<file path="config.mk">
export PLATFORM = sky130hd
export DESIGN_NAME = cordic_iter_core
export DESIGN_NICKNAME = d
export VERILOG_FILES = /design/src/rtl/cordic_pkg.sv /design/src/rtl/cordic_rotate.sv /design/src/rtl/cordic_iter_core.sv
export SDC_FILE = /design/constraint.sdc
export NUM_CORES = 1
export LEC_CHECK = 0
export BUFFER_PORTS_ARGS = -buffer_cell sky130_fd_sc_hd__buf_2
export CORE_ASPECT_RATIO = 0.8
export CORE_UTILIZATION = 25
export CTS_CLUSTER_DIAMETER = 30
export CTS_CLUSTER_SIZE = 40
export DETAILED_ROUTE_END_ITERATION = 7
export GPL_ROUTABILITY_DRIVEN = 0
export HOLD_SLACK_MARGIN = 0.08
export PLACE_DENSITY = 0.52
export SLEW_MARGIN = 20
export SYNTH_ARGS = -nofsm -noshare
export SYNTH_HDL_FRONTEND = slang
export SYNTH_SLANG_ARGS = --single-unit
</file>
<file path="constraint.sdc">
create_clock -name clk -period 4 [get_ports clk]
set_input_delay 0.6 -clock clk [delete_from_list [all_inputs] [get_ports clk]]
set_output_delay 0.6 -clock clk [all_outputs]
set_load 0.01 [all_outputs]
</file>
<file path="src/rtl/cordic_pkg.sv">
// Shared CORDIC constants for wrappers around cordic_iter_core: gain, 64-bit arctangent
// table (full turn = 2^64) and a helper that rounds a table entry to a narrower angle width.
`timescale 1ns/1ps
package cordic_pkg;

    // CORDIC gain K = prod(1/sqrt(1+2^-2i)) scaled by 2^63.
    localparam logic [63:0] CORDIC_GAIN = 64'h4DBA_76D4_21AF_2D34;

    // 1/(2*pi) as a 128-bit binary fraction.
    localparam logic [127:0] INV_2PI = 128'h28BE_60DB_9391_054A_7F09_D5F4_7D4D_3770;

    // atan(2^-i) in turns scaled by 2^64; Taylor series evaluated in Q120, then converted.
    function automatic logic [63:0] atan_turns(input int i);
        logic [127:0] term;
        logic [127:0] sum;
        logic [255:0] prod;
        if (i == 0) begin
            return 64'h2000_0000_0000_0000;
        end
        term = 128'd1 << (120 - i);
        sum  = '0;
        for (int k = 0; k < 64 && term != '0; k++) begin
            if (k[0]) begin
                sum = sum - term / 128'(2 * k + 1);
            end else begin
                sum = sum + term / 128'(2 * k + 1);
            end
            term = term >> (2 * i);
        end
        prod = {128'd0, sum} * {128'd0, INV_2PI};
        prod = prod + (256'd1 << 183);
        return prod[247:184];
    endfunction

    function automatic logic [63:0][63:0] build_lut();
        logic [63:0][63:0] lut;
        for (int i = 0; i < 64; i++) begin
            lut[i] = atan_turns(i);
        end
        return lut;
    endfunction

    localparam logic [63:0][63:0] CORDIC_LUT = build_lut();

    // Entry i rounded half-up to a width-bit angle (right-aligned in the result).
    function automatic logic [63:0] cordic_angle(input int i, input int width);
        logic [64:0] r;
        if (width >= 64) begin
            return CORDIC_LUT[i];
        end
        r = {1'b0, CORDIC_LUT[i]} + (65'd1 << (63 - width));
        return r[63:0] >> (64 - width) | (r[64] ? (64'd1 << width) : 64'd0);
    endfunction

endpackage

</file>
<file path="src/rtl/cordic_rotate.sv">
// Combinational CORDIC micro-rotation: one shift-add step in rotation mode,
// steering toward z = 0. Reused by unregistered variants.
`timescale 1ns/1ps
module cordic_rotate #(
    parameter int WIDTH = 16,
    parameter int SHW   = 4
) (
    input  logic [WIDTH-1:0] x,
    input  logic [WIDTH-1:0] y,
    input  logic [WIDTH-1:0] z,
    input  logic [SHW-1:0]   shift,
    input  logic [WIDTH-1:0] alpha,
    output logic [WIDTH-1:0] x_rot,
    output logic [WIDTH-1:0] y_rot,
    output logic [WIDTH-1:0] z_rot
);

    logic             z_neg;
    logic [WIDTH-1:0] xs;
    logic [WIDTH-1:0] ys;

    assign z_neg = z[WIDTH-1];

    // Oversized shifts sign-fill to 0 or -1, which is the wanted behaviour.
    assign xs = $signed(x) >>> shift;
    assign ys = $signed(y) >>> shift;

    assign x_rot = z_neg ? (x + ys)    : (x - ys);
    assign y_rot = z_neg ? (y - xs)    : (y + xs);
    assign z_rot = z_neg ? (z + alpha) : (z - alpha);

endmodule

</file>
<file path="src/rtl/cordic_iter_core.sv">
// One CORDIC rotation iteration with registered x/y/z; an external controller
// sequences init/loop/shift/alpha for iterative or pipelined engines.
`timescale 1ns/1ps
module cordic_iter_core
    import cordic_pkg::*;
#(
    parameter  int WIDTH = 16,
    localparam int SHW   = (WIDTH > 2) ? $clog2(WIDTH) : 1
) (
    input  logic             clk,
    input  logic             reset,
    input  logic             clkena,
    input  logic             init,
    input  logic             loop,
    input  logic [SHW-1:0]   shift,
    input  logic [WIDTH-1:0] alpha,
    input  logic [WIDTH-1:0] i_x,
    input  logic [WIDTH-1:0] i_y,
    input  logic [WIDTH-1:0] i_z,
    output logic [WIDTH-1:0] o_x,
    output logic [WIDTH-1:0] o_y,
    output logic [WIDTH-1:0] o_z
);

    // Index 0 = x, 1 = y, 2 = z.
    logic [2:0][WIDTH-1:0] xyz_in;
    logic [2:0][WIDTH-1:0] xyz_reg;
    logic [2:0][WIDTH-1:0] xyz_src;
    logic [2:0][WIDTH-1:0] xyz_rot;
    logic [2:0][WIDTH-1:0] xyz_next;

    assign xyz_in = {i_z, i_y, i_x};

    genvar gi;
    generate
        for (gi = 0; gi < 3; gi++) begin : g_coord
            // init bypasses the rotation, so the final mux sits after the adder.
            assign xyz_src[gi]  = loop ? xyz_reg[gi] : xyz_in[gi];
            assign xyz_next[gi] = init ? xyz_in[gi]  : xyz_rot[gi];
        end
    endgenerate

    cordic_rotate #(
        .WIDTH (WIDTH),
        .SHW   (SHW)
    ) u_rotate (
        .x     (xyz_src[0]),
        .y     (xyz_src[1]),
        .z     (xyz_src[2]),
        .shift (shift),
        .alpha (alpha),
        .x_rot (xyz_rot[0]),
        .y_rot (xyz_rot[1]),
        .z_rot (xyz_rot[2])
    );

    always_ff @(posedge clk or negedge reset) begin
        if (!reset) begin
            xyz_reg <= '0;
        end else if (clkena) begin
            xyz_reg <= xyz_next;
        end
    end

    assign o_x = xyz_reg[0];
    assign o_y = xyz_reg[1];
    assign o_z = xyz_reg[2];

endmodule

</file>
# Word level (Yosys, flattened, before mapping)
# Index checks and enable logic that the tools add are counted.
[classes]
n_addsub = 6
mux = 9
shifts = 2
[op_table]
columns = ["cell", "count"]
rows = [
  ["two-way mux 16 bit", 9],
  ["adder 16 bit", 3],
  ["subtractor 16 bit", 3],
  [">>> shifter 16 x 4 -> 16 bit", 2],
]
[totals]
regBits = 48
wordCells = 20
out_inout_bits = 48
in_bits = 73

# Logic depth before layout (Yosys ltp)
# Gate-level depths: netlist of the first run.
[depth]
ltp_word = 5
ltp_mapped = 22
mapped_depth_nobuf = 20

# Hierarchy
# A second synthesis of the first run with hierarchy kept.
[unflattened]
cells_unflattened = 803
area_unflattened_um2 = 7125.6
[by_module_without_submodules]
columns = ["module", "area_per_inst_um2", "seq_area_each_um2", "cells_per_inst", "instances"]
rows = [
  ["cordic_rotate", 4311.6, 0.0, 541, 1],
  ["cordic_iter_core", 2813.9, 1201.2, 262, 1],
]

# Worst setup path after synthesis of the first run
# Ideal clock, no wire load.
[synth_timing]
path_type = "input to register"
from = "in shift[0]"
to = "reg xyz_reg, in the netlist o_x[15]"
setup_slack_ns = -0.749
t_required_ns = 3.933
setup_ns = 0.067
path_buffers = 2
t_arrival_ns = 4.682
cell_stages = 22
path_cell_list = "buf_6 -> buf_6 -> mux4_2 -> mux2_2 -> nand2_1 -> nand4_1 -> inv_1 -> ha_1 -> inv_1 -> or2_2 -> inv_1 -> a31oi_1 -> xor2_1 -> ha_1 -> a21o_1 -> a21o_1 -> a211oi_1 -> a21oi_1 -> o311a_1 -> or3_1 -> mux2i_1 -> a311o_1"
[synth_via]
elab_chain_cells = 4
elab_cells_between_ends = 5
classes_between = "2 x add/sub; 1 x shift; 2 x mux"
[synth_rtl]
columns = ["element", "line_no", "rtl"]
rows = [
  ["from (decl)", "cordic_iter_core.sv:15", "input logic [SHW-1:0] shift,"],
  [">>> shifter 16 x 4 -> 16 bit (*)", "cordic_rotate.sv:26", "assign ys = $signed(y) >>> shift;"],
  ["subtractor 16 bit or adder 16 bit (tied branches)", "cordic_rotate.sv:28", "assign x_rot = z_neg ? (x + ys) : (x - ys);"],
  ["two-way mux 16 bit (*)", "cordic_rotate.sv:28", ""],
  ["two-way mux 16 bit (*)", "cordic_iter_core.sv:39", "assign xyz_next[gi] = init ? xyz_in[gi] : xyz_rot[gi];"],
  ["to (signal assigned)", "cordic_iter_core.sv:61", "xyz_reg <= xyz_next;"],
  ["to (decl)", "cordic_iter_core.sv:27", "logic [2:0][WIDTH-1:0] xyz_reg;"],
]
# Mark *: on every way between the ends. The rest lies on a longest branch, timed or not.
# A chain may end at the register's enable or synchronous reset.

# Final worst setup path of the first run
[layout_timing]
from = "reg xyz_reg, in the netlist o_y[4]"
to = "reg xyz_reg, in the netlist o_x[15]"
[layout_via]
elab_chain_cells = 5
elab_cells_between_ends = 6
classes_between = "2 x add/sub; 1 x shift; 3 x mux"
[layout_rtl]
columns = ["element", "line_no", "rtl"]
rows = [
  ["two-way mux 16 bit (*)", "cordic_iter_core.sv:38", "assign xyz_src[gi] = loop ? xyz_reg[gi] : xyz_in[gi];"],
  [">>> shifter 16 x 4 -> 16 bit (*)", "cordic_rotate.sv:26", ""],
  ["subtractor 16 bit or adder 16 bit (tied branches)", "cordic_rotate.sv:28", ""],
  ["two-way mux 16 bit (*)", "cordic_rotate.sv:28", ""],
  ["two-way mux 16 bit (*)", "cordic_iter_core.sv:39", ""],
]
# Marked as above.

==> results.py, run 1 <==
metrics = {
    "sta": {
        "rsz0062_at_grt": "yes",
        "slew_viol_final": 0,
        "timing.setup.tns_ns": -2.99,
        "hold_violations": 0,
        "finalCritPeriodShare_pct": 109,
        "skew_ns": 0.00942,
        "finalCriticalPeriod_ns": 4.35,
        "tightestPinTransition_ns": 0.735,
        "timing.hold.ws_ns": 0.345,
        "finalSetupViolations": 16,
        "slew_headroom_pct": 51.0,
        "fmax_ghz": 0.230,
        "fin_ws_ns": -0.353,
    },
    "clocking": {
        "cts_buffers": 5,
        "cts_sinks": 48,
        "clkLatencyLatePin_ns": 0.31,
        "h-tree-depth": 2,
        "cts_tree": "built",
        "clockBufferDepth": 2,
        "clk_pin_slew_worst_paths_ns": 0.08,
        "cts_root_buf": "clkbuf_16",
    },
    "setup_path": {
        "crit_start": "o_y[4]$_DFFE_PN0P_",
        "cp_data_required_time_ns": 4.25,
        "critPathSlowestCell": "mux4_2",
        "path_depth": 20,
        "r2r-end": "o_x[15]$_DFFE_PN0P_",
        "crit_buf_inv": 3,
        "rr_startpoint": "o_y[4]$_DFFE_PN0P_",
        "critical_path_class": "reg -> reg",
        "end_kind": "flop",
        "cpLargestDelayFamily": "compound AO/OA/AOI/OAI gates",
        "reg2reg_depth": 20,
        "crit_chain": "mux4_2, mux2i_4, o22ai_1, or3_4, inv_2, ha_4, inv_4, or2_4, inv_4, a31oi_4, xor2_4, ha_4, a21o_1, a21o_1, a211oi_2, a21oi_1, o311a_1, or3_1, mux2i_1, a311o_1",
        "arrival_ns": 4.60,
        "reg2reg_setup_slack_ns": -0.35,
        "path_max_fanout": 4,
        "start_kind": "flop",
        "endpoint": "o_x[15]$_DFFE_PN0P_",
        "max_stage_delay_ns": 0.51,
    },
    "global_routing": {
        "track_usage_pct": 19.5,
        "overflow": 0,
        "grt_max_degree": 60,
        "antenna_found_initial": 1,
        "grt_pass1_vias": 9169,
        "grt_pass1_wl_um": 51400,
    },
    "power_and_ir_drop": {
        "p_per_area_nw_per_um2": 666,
        "peakVddDrop_mv": 0.224,
        "cellLeakagePower_nw": 5.69,
    },
    "synthesis": {
        "synth_area_um2": 8310,
        "synth_seq_cells": 48,
        "synthesis.area_per_instance_um2": 8.74,
        "async_flop_share_pct": 100,
        "synth_top_family_by_area": "multiplexers",
        "synthAdderAreaFrac_pct": 8.56,
        "yosys-top-cells-area": "mux4_2 (15%), dfrtp_1 (14%), ha_1 (7.8%)",
        "synth_simple_gate_area_share_pct": 15.7,
        "yosysSeqAreaShare_pct": 14.5,
        "synth_enable_flop_cells": 0,
        "syn_inst": 950,
        "synth_ff_type": "dfrtp_1",
        "yosys_warnings": 0,
        "synth_cell_types": 86,
        "yosysTopAreaCell": "mux4_2",
        "post_synth_xor_area_fraction_pct": 7.70,
        "synth_nets": 1078,
        "synth_top_cell_area_share_pct": 14.6,
        "synthMuxAreaShare_pct": 28.7,
        "synth_compound_area_share_pct": 20.0,
    },
    "final_layout": {
        "drive_above_1_share_pct": 53.0,
        "syn_to_final_growth_pct": 56.1,
        "final_core_util_pct": 39.7,
        "num_antenna_cells": 0,
        "fin_nets": 1470,
        "final_common_cell": "buf_4",
        "final_cell_mix": "buf_4 (290), buf_2 (115), nor2_1 (95), a21oi_1 (88), nand2_1 (65)",
    },
    "placement": {
        "dpl.hpwl_um": 25400,
        "preCtsSetupSlack_ns": -1.11,
        "placement.io_buffers": 120,
    },
    "routing": {
        "postRouteAntennaNets": 0,
        "via_per_inst": 5.22,
        "via_count": 9241,
        "drt_wl_total_um": 33600,
        "drc": 0,
        "drt_iter0_drc": 729,
        "wl_per_cell_um": 19.0,
        "drt_first_pass_iters": 5,
    },
    "min_path": {
        "hold_path.class": "in -> async",
    },
    "flow_run": {
        "maxCapViolCount": 0,
    },
    "floorplan": {
        "die_area_um2": 34000,
        "rows": 59,
        "core-area_um2": 32600,
        "die_h_um": 165,
        "initial_core_util_pct": 25.5,
        "io-pin-count": 121,
        "die_x_um": 206,
    },
    "status": {
        "violations": "setup timing",
        "outcome": "finished with violations",
    },
}
-- power by group --
part           switching [mW]  internal, mW  total (mW)
registers               0.211         0.689       0.900
logic                    3.43          3.78        7.20
clock network           0.227         0.296       0.523
total                    3.86          4.76        8.63
-- state kept, by name, indices dropped and copies added, names as in the netlist --
register,cells
o_z,16
o_x,16
o_y,16
-- cell families after synthesis --
family          Yosys count
simple gates            272
compound gates          261
mux                     155
buf+inv                  86
xor+xnor                 73
fa+ha+maj                55
flops                    48
-- cells in the mapped netlist (16+ instances only) --
cell type / n
xnor2_1: 41
a21oi_1: 111
ha_1: 52
mux2_2: 55
xor2_1: 32
mux4_2: 54
nand2_1: 67
clkbuf_1: 33
inv_1: 29
o21ai_0: 32
dfrtp_1: 48
mux2i_1: 36
nand3_1: 16
nor2_1: 102
nor3_1: 18
-- metrics by stage --
step	total power, mW	cell area (µm²)	instances
2_1_floorplan	4.28	8460	950
3_3_place_gp	6.83	11500	1727
4_1_cts	8.09	12600	1763
5_1_grt	9.24	13000	1770
3_5_place_dp	6.88	11500	1727
6_report	8.63	13000	1770
-- how the worst min path moves through the flow --
stage                  startpoint                  to  cells after the start
5_1_grt                     reset  o_z[0]$_DFFE_PN0P_                      1
6_report                    reset  o_z[0]$_DFFE_PN0P_                      1
3_3_place_gp   o_z[2]$_DFFE_PN0P_  o_z[2]$_DFFE_PN0P_                      2
3_5_place_dp   o_z[4]$_DFFE_PN0P_  o_z[4]$_DFFE_PN0P_                      2
2_1_floorplan               reset  o_x[0]$_DFFE_PN0P_                      0
4_1_cts                     reset  o_z[0]$_DFFE_PN0P_                      1
-- worst register-to-register path, stage by stage (launching register included) --
cell and delay [ns]:
dfrtp_1 0.44, mux4_2 0.51, mux2i_4 0.20, o22ai_1 0.10, or3_4 0.41, inv_2 0.07, ha_4 0.13, inv_4 0.04
or2_4 0.24, inv_4 0.08, a31oi_4 0.11, xor2_4 0.23, ha_4 0.24, a21o_1 0.17, a21o_1 0.16, a211oi_2 0.21
a21oi_1 0.09, o311a_1 0.30, or3_1 0.31, mux2i_1 0.13, a311o_1 0.12
-- metal layers --
metal | track usage, % | part of all wire [%]
met1 | 28.1 | 47
met2 | 29.8 | 44
met3 | 4.03 | 7.3
met4 | 4.11 | 1.6
met5 | 0 | 0.030
-- area by class of cell --
type / instances / area [µm²]
Fill cell: 3261 / 19700
Multi-Input combinational cell: 816 / 7550
Timing Repair Buffer: 441 / 3390
Sequential cell: 48 / 1200
Tap cell: 427 / 534
Clock buffer: 6 / 129
Inverter: 30 / 124
Clock inverter: 2 / 35.0
-- timing repair --
action | in CTS | in global routing
gates resized for setup | 137 | 61
buffers inserted | 26 | 11
gates cloned | 6 | 0
endpoints found under the setup margin | 30 | 26
pin swaps | 77 | 52
hold buffers | 0 | 0
(Power assumes the default switching activity.)
==> run 2: changes to the inputs <==
Settings changed: SYNTH_HIERARCHICAL set to 1.
==> run 2 against run 1 <==
  * The run still ends with setup timing left
  * Fmax shrank 2.5%
  * Power fell by 6.6%
  * Via count is 19% lower
  * Synthesized area shrank 14%
  * Register-to-register slack improved by 0.08 ns
  * Die area is 14% lower
  * Global-route usage down 2.2 points
  * Clock skew barely moved
  * Clock-buffer cell count down 1
  * Synthesized cell count fell by 15%
  * Combinational power fell by 7.4%
  * First-iteration DRC count decreased by 40%
  * Largest cell class unchanged
==> results.py, run 2 <==
metrics = {
    "final_layout": {
        "final_common_cell": "buf_4",
        "final_core_util_pct": 39.0,
        "fin_nets": 1283,
        "nFillCells": 2800,
        "postLayoutCellArea_um2": 10800,
        "drive_above_1_share_pct": 49.3,
        "syn_to_final_growth_pct": 51.3,
        "final_cell_mix": "buf_4 (257), buf_2 (118), nor2_1 (96), a21oi_1 (82), mux2i_1 (59)",
    },
    "routing": {
        "drt_first_pass_iters": 5,
        "drt_wl_total_um": 25900,
        "via_per_inst": 4.95,
        "dr_wl_met2_um": 10900,
        "drt_iter0_drc": 440,
        "drc": 0,
        "met3_length_um": 1540,
        "wl_met1_um": 13300,
        "top_layer": "met5",
        "via_count": 7528,
        "wl_per_cell_um": 17.0,
        "postRouteAntennaNets": 0,
    },
    "setup_path": {
        "cp_data_required_time_ns": 4.17,
        "reg2reg_depth": 18,
        "start_kind": "input port",
        "critical_path_class": "in -> reg",
        "end_kind": "flop",
        "path_max_fanout": 7,
        "critPathSlowestCell": "mux4_2",
        "max_stage_delay_ns": 0.54,
        "crit_chain": "buf_12, buf_12, mux2_4, mux4_2, o211a_1, a221oi_4, o211ai_4, o31a_1, xor2_1, ha_2, o21ai_1, nand2b_1, o41ai_4, o2111a_2, a21oi_2, a31o_2, a31oi_2, xnor2_1, mux2i_1, a21oi_1",
        "arrival_ns": 4.64,
        "cp_common_cell": "buf_12",
    },
    "global_routing": {
        "grt_pass1_wl_um": 40000,
        "antenna_found_initial": 2,
        "track_usage_pct": 17.3,
        "grt_max_degree": 61,
        "overflow": 0,
        "grt_pass1_vias": 7255,
    },
    "flow_run": {
        "maxCapViolCount": 0,
    },
    "synthesis": {
        "yosysTopAreaCell": "dfrtp_1",
        "synth_area_um2": 7130,
        "synthesis.area_per_instance_um2": 8.87,
        "yosys_warnings": 6,
        "yosysSeqAreaShare_pct": 16.9,
        "async_flop_share_pct": 100,
        "synth_cell_types": 73,
        "syn_inst": 803,
        "yosys-top-cells-area": "dfrtp_1 (17%), ha_1 (9.0%), mux2_2 (8.5%)",
        "synth_nets": 930,
        "yosysMostFrequentCell": "nor2_1",
        "synth_top_cell_area_share_pct": 16.9,
        "yosys-top-cells-count": "nor2_1 (101), a21oi_1 (100), mux2i_1 (60)",
        "synth_seq_cells": 48,
        "synth_enable_flop_cells": 0,
        "synth_ff_type": "dfrtp_1",
    },
    "floorplan": {
        "die_area_um2": 29200,
        "io-pin-count": 121,
        "initial_core_util_pct": 25.8,
        "rows": 54,
        "core-area_um2": 27600,
        "die_h_um": 153,
        "die_x_um": 191,
    },
    "clocking": {
        "h-tree-depth": 2,
        "cts_buffers": 5,
        "clkLatencyLatePin_ns": 0.31,
        "cts_root_buf": "clkbuf_16",
        "cts_sinks": 48,
        "cts_tree": "built",
        "clockBufferDepth": 2,
        "clk_pin_slew_worst_paths_ns": 0.07,
        "holdBufCountCts": 0,
    },
    "status": {
        "outcome": "finished with violations",
        "violations": "setup timing",
    },
    "placement": {
        "placement.io_buffers": 120,
        "dpl_cell_area_um2": 9880,
        "dpl.hpwl_um": 20400,
    },
    "sta": {
        "slew_headroom_pct": 58.8,
        "slew_viol_final": 0,
        "fin_ws_ns": -0.466,
        "hold_violations": 0,
        "finalCritPeriodShare_pct": 112,
        "skew_ns": 0.00924,
        "finalSetupViolations": 17,
        "timing.hold.ws_ns": 0.272,
        "fmax_ghz": 0.224,
        "tightestPinTransition_ns": 0.618,
        "rsz0062_at_grt": "yes",
        "finalCriticalPeriod_ns": 4.47,
    },
    "power_and_ir_drop": {
        "cellLeakagePower_nw": 5.03,
        "p_int_mw": 4.59,
        "peakVddDrop_mv": 0.318,
        "switching_power_mw": 3.46,
        "comb_power_share_pct": 82.7,
        "seqPwrFrac_pct": 10.7,
        "switching_share_pct": 43.0,
        "p_per_area_nw_per_um2": 747,
        "clockPowerShare_pct": 6.5,
    },
    "min_path": {
        "hold_path.class": "in -> async",
    },
}
[run 2: final cells by class]
class                           instances  area, µm²  share of cell area (%)
Multi-Input combinational cell        684       6050                    56.2
Timing Repair Buffer                  391       2800                    25.9
Sequential cell                        48       1200                    11.1
Tap cell                              364        455                    4.23
Clock buffer                            5        125                    1.16
Inverter                               26       97.6                   0.905
Clock inverter                          3       47.5                   0.441
Antenna cell                            1       2.50                  0.0232
[run 2: through the flow]
stage | setup WS (ns) | TNS, ns | total power, mW | cells
after floorplan | -0.483 | -2.84 | 4.26 | 803
after global placement | -0.874 | -14.35 | 6.66 | 1488
after detailed placement | -0.901 | -15.51 | 6.71 | 1488
after CTS | -0.436 | -4.49 | 7.59 | 1512
after global routing | -0.609 | -7.31 | 8.64 | 1521
final | -0.466 | -4.61 | 8.06 | 1522
[run 2: logic make-up after synthesis]
family | synth area share, %
compound gates | 19.1
buf+inv | 5.72
simple gates | 12.9
fa+ha+maj | 9.80
flops | 16.9
mux | 25.7
xor+xnor | 9.96
[run 2: timing repair]
| action | 4_1_cts | 5_1_grt |
|---|---|---|
| gates cloned | 3 | 0 |
| pin swaps | 42 | 54 |
| setup buffers | 14 | 11 |
| setup endpoints to repair | 21 | 24 |
| resized for setup | 47 | 64 |
[run 2: worst max-delay path, delay by kind of cell]
| family | cells | cell delay, ns |
|---|---|---|
| AO/OA/AOI/OAI | 11 | 2.03 |
| multiplexers | 3 | 1.00 |
| AND/OR/NAND/NOR | 1 | 0.11 |
| adder cells (fa/ha/maj) | 1 | 0.33 |
| buffers and inverters | 2 | 0.29 |
| XOR/XNOR | 2 | 0.28 |
[run 2: power groups by stage]
stage / Sequential [mW] / Clock, mW / Combinational (mW)
2_1_floorplan: 0.955 / 0 / 3.30
3_3_place_gp: 0.859 / 0 / 5.81
3_5_place_dp: 0.860 / 0 / 5.86
4_1_cts: 0.857 / 0.542 / 6.20
5_1_grt: 0.889 / 0.559 / 7.20
6_report: 0.864 / 0.525 / 6.67
[run 2: final timing paths]
kind	slack, ns	from	endpoint
min	0.27	reset	o_y[0]$_DFFE_PN0P_
min in group clk	0.55	o_y[14]$_DFFE_PN0P_	o_y[14]$_DFFE_PN0P_
max	-0.47	loop	o_y[15]$_DFFE_PN0P_
max in group asynchronous	2.85	reset	o_z[13]$_DFFE_PN0P_
max reg2reg	-0.27	o_x[10]$_DFFE_PN0P_	o_y[15]$_DFFE_PN0P_
min reg2reg	0.55	o_y[14]$_DFFE_PN0P_	o_y[14]$_DFFE_PN0P_
[run 2: per-layer routing]
metal	vias up	GRT usage (%)
li1	3656	-
met1	3633	26.5
met5	-	0
met3	14	3.44
met4	2	1.87
met2	223	25.3
==> run 3: changes to the inputs <==
Settings changed: PLACE_DENSITY 0.52 to 0.42.
==> run 3 against run 2 <==
  * The run still ends with setup timing left
  * Register-to-register slack better by 0.02 ns
  * Largest cell class unchanged
  * Non-clock buffer count increased by 10
  * Sequential share of layout area decreased by 0.10 points
  * Clock skew increased by 0.0084 ns
  * Via count down 3.1%
  * Clock-buffer cell count up 1
  * Design area grew 0.92%
  * Power rose by 2.6%
  * Routed wire length rose by 1.9%
==> results.py, run 3 (synthesized netlist as in run 2, its figures left out) <==
metrics = {
    "flow_run": {
        "maxCapViolCount": 0,
    },
    "clocking": {
        "clockBufferDepth": 2,
        "cts_buffers": 5,
        "holdBufCountCts": 0,
        "cts_sinks": 48,
        "cts_root_buf": "clkbuf_16",
        "h-tree-depth": 2,
        "clk_pin_slew_worst_paths_ns": 0.08,
        "clkLatencyLatePin_ns": 0.32,
        "cts_tree": "built",
    },
    "sta": {
        "rsz0062_at_grt": "yes",
        "finalSetupViolations": 17,
        "slew_viol_final": 0,
        "fin_ws_ns": -0.538,
        "tightestPinTransition_ns": 0.945,
        "fmax_ghz": 0.220,
        "finalCritPeriodShare_pct": 113,
        "finalCriticalPeriod_ns": 4.54,
        "timing.hold.ws_ns": 0.408,
        "skew_ns": 0.0176,
        "slew_headroom_pct": 37.0,
        "timing.setup.tns_ns": -6.89,
        "hold_violations": 0,
    },
    "routing": {
        "wl_per_cell_um": 17.2,
        "drt_wl_total_um": 26400,
        "drt_iter0_drc": 388,
        "drt_first_pass_iters": 7,
        "drc": 0,
        "via_count": 7293,
        "via_per_inst": 4.76,
        "postRouteAntennaNets": 0,
    },
    "placement": {
        "placedCellCount": 1495,
        "placement.io_buffers": 120,
        "dpl.hpwl_um": 20700,
    },
    "final_layout": {
        "syn_to_final_growth_pct": 52.7,
        "final_common_cell": "buf_4",
        "nFillCells": 2874,
        "final_cell_mix": "buf_4 (264), buf_2 (118), nor2_1 (97), a21oi_1 (84), mux2i_1 (59)",
        "fin_nets": 1293,
        "drive_above_1_share_pct": 50.0,
        "num_antenna_cells": 0,
        "post_layout_nonfiller_instances": 1531,
    },
    "setup_path": {
        "path_max_fanout": 7,
        "end_kind": "flop",
        "cp_data_required_time_ns": 4.23,
        "arrival_ns": 4.77,
        "critical_path_class": "in -> reg",
        "start_kind": "input port",
    },
    "power_and_ir_drop": {
        "cellLeakagePower_nw": 5.06,
        "p_total_mw": 8.27,
        "peakVddDrop_mv": 0.304,
        "p_per_area_nw_per_um2": 760,
    },
    "global_routing": {
        "grt_pass1_wl_um": 40300,
        "grt_pass1_vias": 6924,
        "overflow": 0,
        "antenna_found_initial": 0,
        "grt_max_degree": 79,
        "track_usage_pct": 17.8,
    },
    "status": {
        "violations": "setup timing",
        "outcome": "finished with violations",
    },
    "floorplan": {
        "die_x_um": 191,
        "die_area_um2": 29200,
        "core-area_um2": 27600,
        "initial_core_util_pct": 25.8,
        "rows": 54,
        "die_h_um": 153,
        "io-pin-count": 121,
    },
    "min_path": {
        "hold_path.class": "in -> async",
    },
}
-- run 3: stage by stage --
stage               utilization, %  setup WS [ns]  instance area (µm²)
floorplan                        -         -0.483                 7290
global placement              36.1         -0.996                 9960
detailed placement            36.1          -1.03                 9960
CTS                           38.3         -0.565                10600
global route                  39.4         -0.757                10900
finish                        39.4         -0.538                10900
-- run 3: layer usage --
metal / global-route usage, % / share of wire, %
met1: 28.6 / 55
met2: 25.3 / 41
met3: 2.59 / 3.6
met4: 1.94 / 0.46
met5: 0 / 0
-- run 3: where the power goes --
part / leakage [nW] / switching, mW / total (mW) / internal (mW)
combinational: 4.44 / 3.15 / 6.86 / 3.72
clock: 0.0871 / 0.235 / 0.550 / 0.315
sequential: 0.533 / 0.151 / 0.854 / 0.703
total: 5.06 / 3.53 / 8.27 / 4.73
-- run 3: path summary, 6_finish.rpt --
check,from,end,slack (ns),depth (start not counted)
max in group asynchronous,reset,o_y[5]$_DFFE_PN0P_,2.80,2
min in group clk,o_z[4]$_DFFE_PN0P_,o_z[4]$_DFFE_PN0P_,0.56,2
max,loop,o_y[13]$_DFFE_PN0P_,-0.54,21
min reg2reg,o_z[4]$_DFFE_PN0P_,o_z[4]$_DFFE_PN0P_,0.56,2
min,reset,o_z[8]$_DFFE_PN0P_,0.41,1
max reg2reg,o_x[14]$_DFFE_PN0P_,o_y[13]$_DFFE_PN0P_,-0.25,18
-- run 3: final cells by class --
cell class                      count  area (µm²)  share of cell area (%)
Clock buffer                        6         139                    1.28
Clock inverter                      2        38.8                   0.357
Inverter                           26        98.8                   0.909
Multi-Input combinational cell    684        6080                    55.9
Sequential cell                    48        1200                    11.0
Tap cell                          364         455                    4.19
Timing Repair Buffer              401        2870                    26.4
-- run 3: worst max-delay path, cell delays in order --
cell      delay, ns
buf_12         0.12
buf_12         0.15
buf_12         0.15
mux2_4         0.32
buf_4          0.17
mux4_2         0.54
a221oi_4       0.35
o211ai_4       0.17
o31a_1         0.28
xor2_1         0.16
ha_2           0.34
o21ai_2        0.05
nand2b_1       0.10
o41ai_4        0.09
o2111a_2       0.29
a21oi_4        0.17
a31o_4         0.20
buf_6          0.09
xor2_1         0.13
mux2i_1        0.08
a21oi_1        0.17
-- run 3: what timing repair did --
| action | CTS | global route |
|---|---|---|
| setup buffers | 18 | 9 |
| cloned | 1 | 0 |
| pin swaps | 39 | 57 |
| gates resized for setup | 63 | 53 |
| setup endpoints to repair | 20 | 24 |
